## config.mk

```make
export PLATFORM = sky130hd
export DESIGN_NAME = vanilla_return_buffer
export DESIGN_NICKNAME = d
export VERILOG_FILES = /design/src/rtl/vanilla_return_buffer.sv
export SDC_FILE = /design/constraint.sdc
export NUM_CORES = 1
export LEC_CHECK = 0
export CAP_MARGIN = 20
export CORE_ASPECT_RATIO = 1.75
export CORE_MARGIN = 3
export CORE_UTILIZATION = 54
export CTS_BUF_LIST = sky130_fd_sc_hd__clkbuf_16
export CTS_CLUSTER_DIAMETER = 80
export DETAILED_ROUTE_END_ITERATION = 10
export PLACE_DENSITY = 0.88
export SLEW_MARGIN = 15
export SYNTH_ARGS = -nofsm -noshare
export SYNTH_HDL_FRONTEND = slang
export SYNTH_HIERARCHICAL = 1
export SYNTH_SLANG_ARGS = --single-unit
```

## constraint.sdc

```tcl
create_clock -name clk_i -period 4.2 [get_ports clk_i]
set_clock_uncertainty 0.1 [all_clocks]
set_input_delay 0.84 -clock clk_i [delete_from_list [all_inputs] [get_ports clk_i]]
set_output_delay 0.84 -clock clk_i [all_outputs]
set_load 0.01 [all_outputs]
```

## src/rtl/vanilla_return_buffer.sv

```systemverilog
// vanilla_return_buffer
// Holds return packets from the tile endpoint and hands them one at a time to
// the core's network TX stage. Credit-only returns are absorbed here and only
// bump the outstanding-request credit counter. Full obliges the core to
// consume the head packet in the same cycle.
// Optional statistics counters: define VANILLA_RETURN_BUFFER_STATS_EN.
// Return packet types: 0 credit, 1 int_wb, 2 float_wb, 3 ifetch.
module vanilla_return_buffer
    #(parameter int data_width_p      = 32
    , parameter int reg_id_width_p    = 5
    , parameter int els_p             = 4
    , parameter int max_out_credits_p = 32
    , parameter bit full_yumi_check_p = 1'b1
    , localparam int pkt_type_width_lp = 2
    , localparam int credit_width_lp   = $clog2(max_out_credits_p + 1))
    (input  logic                         clk_i
    , input  logic                         reset_i
    , input  logic                         in_v_i
    , input  logic [data_width_p-1:0]      in_data_i
    , input  logic [reg_id_width_p-1:0]    in_reg_id_i
    , input  logic [pkt_type_width_lp-1:0] in_pkt_type_i
    , output logic                         in_ready_o
    , output logic                         returned_v_o
    , output logic [data_width_p-1:0]      returned_data_o
    , output logic [reg_id_width_p-1:0]    returned_reg_id_o
    , output logic [pkt_type_width_lp-1:0] returned_pkt_type_o
    , output logic                         returned_fifo_full_o
    , input  logic                         returned_yumi_i
    , input  logic                         out_req_v_i
    , output logic [credit_width_lp-1:0]   out_credits_o
    , output logic                         credit_avail_o
    , output logic                         credits_all_returned_o
    , output logic [31:0]                  stat_full_cycles_o
    , output logic [31:0]                  stat_returns_o
    );

    localparam logic [pkt_type_width_lp-1:0] e_return_credit_lp = 2'd0;

    localparam int ptr_width_lp   = $clog2(els_p);
    localparam int count_width_lp = $clog2(els_p + 1);

    localparam logic [ptr_width_lp-1:0]    last_ptr_lp    = ptr_width_lp'(els_p - 1);
    localparam logic [count_width_lp-1:0]  els_count_lp   = count_width_lp'(els_p);
    localparam logic [credit_width_lp-1:0] max_credits_lp = credit_width_lp'(max_out_credits_p);

    // Advance a ring pointer, wrapping at els_p (which need not be a power of two).
    function automatic logic [ptr_width_lp-1:0] next_ptr(input logic [ptr_width_lp-1:0] ptr);
        if (ptr == last_ptr_lp) begin
            return ptr_width_lp'(0);
        end else begin
            return ptr + ptr_width_lp'(1);
        end
    endfunction

    logic [data_width_p-1:0]      data_mem_r   [els_p];
    logic [reg_id_width_p-1:0]    reg_id_mem_r [els_p];
    logic [pkt_type_width_lp-1:0] type_mem_r   [els_p];

    logic [ptr_width_lp-1:0]    wr_ptr_r;
    logic [ptr_width_lp-1:0]    rd_ptr_r;
    logic [count_width_lp-1:0]  count_r;
    logic [credit_width_lp-1:0] credits_r;
    logic [credit_width_lp-1:0] credits_next_s;

    logic full_s, valid_s, in_ready_s, accept_s, is_credit_s, enq_s, deq_s;

    // Handshake terms; ready depends only on registered occupancy, never on yumi.
    assign full_s      = (count_r == els_count_lp);
    assign valid_s     = (count_r != count_width_lp'(0));
    assign in_ready_s  = ~reset_i & ~full_s;
    assign accept_s    = in_v_i & in_ready_s;
    assign is_credit_s = (in_pkt_type_i == e_return_credit_lp);
    assign enq_s       = accept_s & ~is_credit_s;
    assign deq_s       = returned_yumi_i & valid_s;

    // Ring pointers and occupancy count.
    always_ff @(posedge clk_i) begin
        if (reset_i) begin
            wr_ptr_r <= ptr_width_lp'(0);
            rd_ptr_r <= ptr_width_lp'(0);
            count_r  <= count_width_lp'(0);
        end else begin
            wr_ptr_r <= enq_s ? next_ptr(wr_ptr_r) : wr_ptr_r;
            rd_ptr_r <= deq_s ? next_ptr(rd_ptr_r) : rd_ptr_r;
            case ({enq_s, deq_s})
                2'b10:   count_r <= count_r + count_width_lp'(1);
                2'b01:   count_r <= count_r - count_width_lp'(1);
                default: count_r <= count_r;
            endcase
        end
    end

    // Packet storage; contents need no reset because count gates visibility.
    always_ff @(posedge clk_i) begin
        if (enq_s) begin
            data_mem_r[wr_ptr_r]   <= in_data_i;
            reg_id_mem_r[wr_ptr_r] <= in_reg_id_i;
            type_mem_r[wr_ptr_r]   <= in_pkt_type_i;
        end
    end

    // Credit counter next value: a launch takes one, any accepted return gives one.
    always_comb begin
        credits_next_s = credits_r;
        case ({out_req_v_i, accept_s})
            2'b10:   credits_next_s = credits_r - credit_width_lp'(1);
            2'b01:   credits_next_s = credits_r + credit_width_lp'(1);
            default: credits_next_s = credits_r;
        endcase
    end

    // Credit counter register, reloaded to the full allotment on reset.
    always_ff @(posedge clk_i) begin
        if (reset_i) begin
            credits_r <= max_credits_lp;
        end else begin
            credits_r <= credits_next_s;
        end
    end

    assign in_ready_o             = in_ready_s;
    assign returned_v_o           = valid_s;
    assign returned_fifo_full_o   = full_s;
    assign returned_data_o        = data_mem_r[rd_ptr_r];
    assign returned_reg_id_o      = reg_id_mem_r[rd_ptr_r];
    assign returned_pkt_type_o    = type_mem_r[rd_ptr_r];
    assign out_credits_o          = credits_r;
    assign credit_avail_o         = (credits_r != credit_width_lp'(0));
    assign credits_all_returned_o = (credits_r == max_credits_lp);

`ifdef VANILLA_RETURN_BUFFER_STATS_EN
    logic [31:0] stat_full_cycles_r;
    logic [31:0] stat_returns_r;

    // Saturating counters of full cycles and enqueued data returns.
    always_ff @(posedge clk_i) begin
        if (reset_i) begin
            stat_full_cycles_r <= 32'd0;
            stat_returns_r     <= 32'd0;
        end else begin
            if (full_s && (stat_full_cycles_r != 32'hFFFF_FFFF)) begin
                stat_full_cycles_r <= stat_full_cycles_r + 32'd1;
            end else begin
                stat_full_cycles_r <= stat_full_cycles_r;
            end
            if (enq_s && (stat_returns_r != 32'hFFFF_FFFF)) begin
                stat_returns_r <= stat_returns_r + 32'd1;
            end else begin
                stat_returns_r <= stat_returns_r;
            end
        end
    end

    assign stat_full_cycles_o = stat_full_cycles_r;
    assign stat_returns_o     = stat_returns_r;
`else
    assign stat_full_cycles_o = 32'd0;
    assign stat_returns_o     = 32'd0;
`endif

    vanilla_return_buffer_checker
        #(.credit_width_p   (credit_width_lp)
        , .max_out_credits_p(max_out_credits_p)
        , .full_check_en_p  (full_yumi_check_p))
    checker_inst
        (.clk_i               (clk_i)
        , .reset_i             (reset_i)
        , .out_req_v_i         (out_req_v_i)
        , .credits_i           (credits_r)
        , .credit_inc_i        (accept_s & ~out_req_v_i)
        , .returned_yumi_i     (returned_yumi_i)
        , .returned_v_i        (valid_s)
        , .returned_fifo_full_i(full_s)
        );

endmodule

// Protocol checks on the core/endpoint side of the return buffer.
// full_check_en_p = 0 suits environments that are allowed to stall on full.
module vanilla_return_buffer_checker
    #(parameter int credit_width_p    = 6
    , parameter int max_out_credits_p = 32
    , parameter bit full_check_en_p   = 1'b1)
    (input  logic                      clk_i
    , input  logic                      reset_i
    , input  logic                      out_req_v_i
    , input  logic [credit_width_p-1:0] credits_i
    , input  logic                      credit_inc_i
    , input  logic                      returned_yumi_i
    , input  logic                      returned_v_i
    , input  logic                      returned_fifo_full_i
    );

    localparam logic [credit_width_p-1:0] max_lp = credit_width_p'(max_out_credits_p);

    a_no_req_without_credit: assert property (@(posedge clk_i) disable iff (reset_i)
        !(out_req_v_i && (credits_i == credit_width_p'(0))));

    a_no_credit_overflow: assert property (@(posedge clk_i) disable iff (reset_i)
        !(credit_inc_i && (credits_i == max_lp)));

    a_no_yumi_when_empty: assert property (@(posedge clk_i) disable iff (reset_i)
        !(returned_yumi_i && !returned_v_i));

    if (full_check_en_p) begin : g_full_check
        a_full_consumed: assert property (@(posedge clk_i) disable iff (reset_i)
            !(returned_fifo_full_i && returned_v_i && !returned_yumi_i));
    end

endmodule

```

; After elaboration in Yosys (flattened, before gate mapping)
; Memories as Yosys holds them, arrays and structs flattened. A register that Yosys moved wholly into a read port is not among the register bits.
; Cells that the tools add are included.
[word_totals]
ff_bits = 13
latch_bits = 0
mem_bits_rw = 156
mem_bits_ro = 0
n_memories = 3
[classes]
add_sub_neg = 6
multipliers = 0
n_div = 0
order_cmp = 0
n_eq_ne = 8
shifts = 0
n_mux = 12
bitwise = 7
n_reduce_logical = 5
[memory_table]
columns = name, depth, word_bits, rd, rd_clocked_by_memory_dff, write_ports, line
row1 = data_mem_r, 4, 32, 1, 1, 1, 55  ; logic [data_width_p-1:0] data_mem_r [els_p];
row2 = reg_id_mem_r, 4, 5, 1, 1, 1, 56  ; logic [reg_id_width_p-1:0] reg_id_mem_r [els_p];
row3 = type_mem_r, 4, 2, 1, 1, 1, 57  ; logic [pkt_type_width_lp-1:0] type_mem_r [els_p];
[op_table]
columns = operator, count
row1 = 2-bit 2-to-1 mux, 8
row2 = 6-bit case mux with 2 select lines, 1
row3 = 2-bit == test (second input constant), 4
row4 = 6-bit by 1-bit adder with 6-bit output (second input constant), 1
row5 = 6-bit == test (second input constant), 1
row6 = 3-bit case mux with 2 select lines, 1
row7 = 6-bit nonzero test, 1
row8 = 6-bit by 1-bit subtractor with 6-bit output (second input constant), 1
row9 = 2-bit by 1-bit adder with 2-bit output (second input constant), 2
row10 = 1-bit bitwise AND, 4
row11 = 2-bit by 1-bit == test with 1-bit output (second input constant), 2
row12 = 2-bit nonzero test, 2
row13 = 3-bit by 1-bit adder with 3-bit output (second input constant), 1
row14 = 3-bit == test (second input constant), 1
row15 = 1-bit NOT, 3
row16 = 3-bit nonzero test, 1
row17 = 3-bit by 1-bit subtractor with 3-bit output (second input constant), 1
row18 = 2-bit logical NOT, 1
row19 = 1-bit 2-to-1 mux, 2

; Logic depth before layout (Yosys ltp)
[logic_depth]
depth_word = 7
depth_mapped = 10

; Worst setup path after synthesis
; Ideal clock, no wire load.
[synth_timing]
kind = input -> register
from = input port reset_i
to = register credits_r[4] (netlist: out_credits_o[4])
setup_ns = 0.127
arrival_time_ns = 2.769
required_ns = 3.973
slack_ns = 1.204
stages = 10
path_cell_list = clkbuf_2 > nor2_1 > and2_1 > ha_1 > inv_1 > fa_1 > a21o_1 > a21oi_1 > nor4_1 > or3_1
[synth_via]
elab_chain_cells = 5
elab_cells_between_ends = 7
[synth_lines]
columns = item, line
row1 = from (decl), 17  ; , input logic reset_i
row2 = 1-bit NOT (*), 70  ; assign in_ready_s = ~reset_i & ~full_s;
row3 = 1-bit bitwise AND (*), 70
row4 = via in_ready_o, 22  ; , output logic in_ready_o
row5 = 1-bit bitwise AND (*), 71  ; assign accept_s = in_v_i & in_ready_s;
row6 = 2-bit by 1-bit == test with 1-bit output or 2-bit == test (tied branches), 105  ; case ({out_req_v_i, accept_s})
row7 = 6-bit case mux with 2 select lines or 2-bit nonzero test (tied branches), -
row8 = to (signal assigned), 115  ; credits_r <= max_credits_lp;
row9 = to (signal assigned), 117  ; credits_r <= credits_next_s;
row10 = to (decl), 62  ; logic [credit_width_lp-1:0] credits_r;
; Mark *: on every way through the listed nets, which the timed path passes. The rest lies on a longest branch.
; A chain may end at the register's enable or synchronous reset.

==> impl_metrics.ini <==
[run]
cap_violations = 0

[yosys]
synth_enable_flop_cells = 156
synth_cells = 377
ys.warnings.count = 6
post_synthesis_compound_gate_area_fraction_pct = 1.491
muxShareOfSynthArea_pct = 12.89
synthesis.area_um2 = 7049
post_synth_arst_share_pct = 0
synth.distinct_cells = 36
yosysSeqAreaShare_pct = 70.71
synthSimpleGateAreaFrac_pct = 3.514
synth_fa_ha_area_share_pct = 2.520
fraction_of_synthesized_cell_area_in_xor_and_xnor_cells_pct = 0.6212
synth_area_per_cell_um2 = 18.70
dominantRegCellSynth = edfxtp_1
main_combinational_cell_family_by_area_after_synthesis = multiplexers
synth-seq-cells = 171

[drt]
routed_wire_length_per_instance_um = 19.53
antenna_violating_nets_remaining = 0
detail_route.drc_violations = 0
drt_pass1_iterations = 4
detail_route.vias_per_cell = 5.241
drt_iter0_markers = 172
route.vias.total = 3501
drt_wl_total_um = 13050

[floorplanning]
die-width_um = 92.37
die_area_um2 = 14520
fp-row-count = 54
initial_core_util_pct = 55.79
floorplan.core_area_um2 = 12630
floorplan.io_pins = 158
fp.dieH_um = 157.1

[critical_path]
start_kind = register
worst-endpoint-required_ns = 3.26
worst_path_max_delay_cell = dfxtp_2
crit_buf_inv = 2
cp_slowest_stage_delay_ns = 0.65
critical_path.top_delay_family = buffers and inverters
timing_worst_setup_path_type = reg -> out
end_kind = primary output
timing.critical_path.fanout_max = 27
critical_path.cell_chain = buf_12, mux4_2, clkdlybuf4s50_1
reg_to_reg_setup_timing_slack_ns = 1.35
worst_ep_arrival_time_ns = 2.46

[cells_and_area]
final_net_count = 543
flow.area_growth_from_synthesis_pct = 21.21
design_area_um2 = 8544
drive_above_1_share_pct = 16.63
fin_util_pct = 67.63
regArea_um2 = 4987
multi_input_area_um2 = 1728
fillerInstances = 858

[sta]
finalSetupViolCount = 0
period_share_pct = 80.94
worst_slew_pin_slew_ns = 0.6524
rsz0062_at_grt = false
timing_max_transition_violations_final = 0
fin_setup_tns_ns = 0
final_worst_path_period_need_ns = 3.399
fmaxAchievable_ghz = 0.2942
timing.slew.headroom_pct = 56.51
report.final.hold_viol_count = 0

[clock_tree]
ctsHoldBuffers = 0
cts_setup_buffers = 0
cts_root_buffer = clkbuf_16
cts_made_buffers = 17
clk_latency_ns = 0.41
clockBufferDepth = 2
cts_resized = 0
clkSinkCount = 171
cts_tree = done
worst_setup_hold_path_clk_slew_ns = 0.06
cts_htree_levels = 4

[pwr]
power.density_nw_per_um2 = 521.9
vdd_ir_drop_max_mv = 0.3190
p_leak_nw = 2.923

[global_routing]
globalRouteTotalUtil_pct = 19.00
vias_in_the_first_global_route = 3784
grt_pass1_wl_um = 20370
grt_start_max_net_pins = 32
grt_overflow_total = 0
antenna_found_initial = 1

[place]
gpl_wtd_cong = 0.7986
placedInstanceArea_um2 = 7983
place_hpwl_um = 8961
buffer_ports.inserted = 93

[status]
run_status = completed

[min_path]
worst_hold_path_type = reg -> reg
-- flip-flops by register name (all words and copies together) (netlist names), named ones only --
register,flops
count_r,3
data_mem_r,128
out_credits_o,6
rd_ptr_r,2
reg_id_mem_r,20
type_mem_r,8
wr_ptr_r,2
-- synth_stat cells (all sizes together), types with 3 or more instances --
cell type  count  area (um^2)
inv            9        33.78
and2           5        31.28
clkbuf         4        16.26
or3            6        37.54
nor2          15        56.30
mux2i          3        30.03
a21oi          6        30.03
edfxtp       156         4684
dfxtp         15        300.3
xor2           3        26.28
buf           71        528.0
mux4          39        878.3
nand2          9        33.78
ha            11        137.6
-- worst register-to-register path, stage by stage (launching register included) --
cell	delay (ns)
dfxtp_1	0.36
nor3b_2	0.38
nor2_1	0.10
and2_1	0.17
ha_1	0.20
inv_1	0.22
ha_1	0.33
a21o_1	0.20
a21oi_1	0.19
nor4_1	0.08
or3_1	0.40
-- layout by cell type (no fill, tap or decap), drive strengths merged, types with 5 or more instances in the layout --
master,n
edfxtp,156
clkdlybuf4s50,93
conb,64
mux4,39
clkbuf,17
nor2,15
dfxtp,15
inv,14
ha,11
nand2,9
buf,9
or3,6
a21oi,6
clkinv,6
and2,5
-- cell type report --
cell class	count	share of cell area [%]
flip-flops and latches	171	58.37
clock buffers	17	4.979
well taps	168	2.460
diodes	1	0.02929
multi-input cells	185	20.22
clock inverters	15	1.567
repair buffers	102	11.98
inverters	9	0.3954
-- cell families after synthesis --
logic type                 count (synthesis)
DFF                                      171
buffers and inverters                     84
and+or+nand+nor                           46
muxes                                     42
AOI/OAI and AO/OA                         15
adders and majority gates                 13
xor gates and xnor gates                   5
other                                      1
-- layer usage --
layer / part of all wire (%) / track usage (%)
met5: 0 / 0
met1: 34 / 21.02
met2: 58 / 34.56
met3: 5.1 / 4.161
met4: 2.6 / 8.788
-- power breakdown --
part | switching [mW] | internal, mW | leakage (nW)
Combinational | 0.425 | 0.549 | 1.11
Clock | 0.604 | 0.864 | 0.277
Sequential | 0.0842 | 1.93 | 1.54
Total | 1.11 | 3.35 | 2.92
-- metrics by stage --
stage / hold slack, ns / power, mW / std cells / setup slack, ns
finish: 0.3845 / 4.460 / 668 / 0.8007
global route: 0.4138 / 4.650 / 668 / 0.6327
floorplan: 0.3541 / 2.638 / 440 / 1.204
global placement: 0.3594 / 3.002 / 635 / 0.9767
CTS: 0.3871 / 4.506 / 667 / 0.7101
detailed placement: 0.3754 / 3.036 / 635 / 0.8301
-- path summary, 6_finish.rpt --
path                                  from                       endpoint  cells after the start
hold / removal    rd_ptr_r[1]$_SDFFE_PP0P_                       register                      2
setup / recovery                  register            returned_data_o[16]                      3
setup reg to reg   count_r[2]$_SDFFE_PP0P_  out_credits_o[4]$_SDFFE_PP0P_                     10
hold reg to reg   rd_ptr_r[1]$_SDFFE_PP0P_                       register                      2
(Power assumes the default switching activity.)
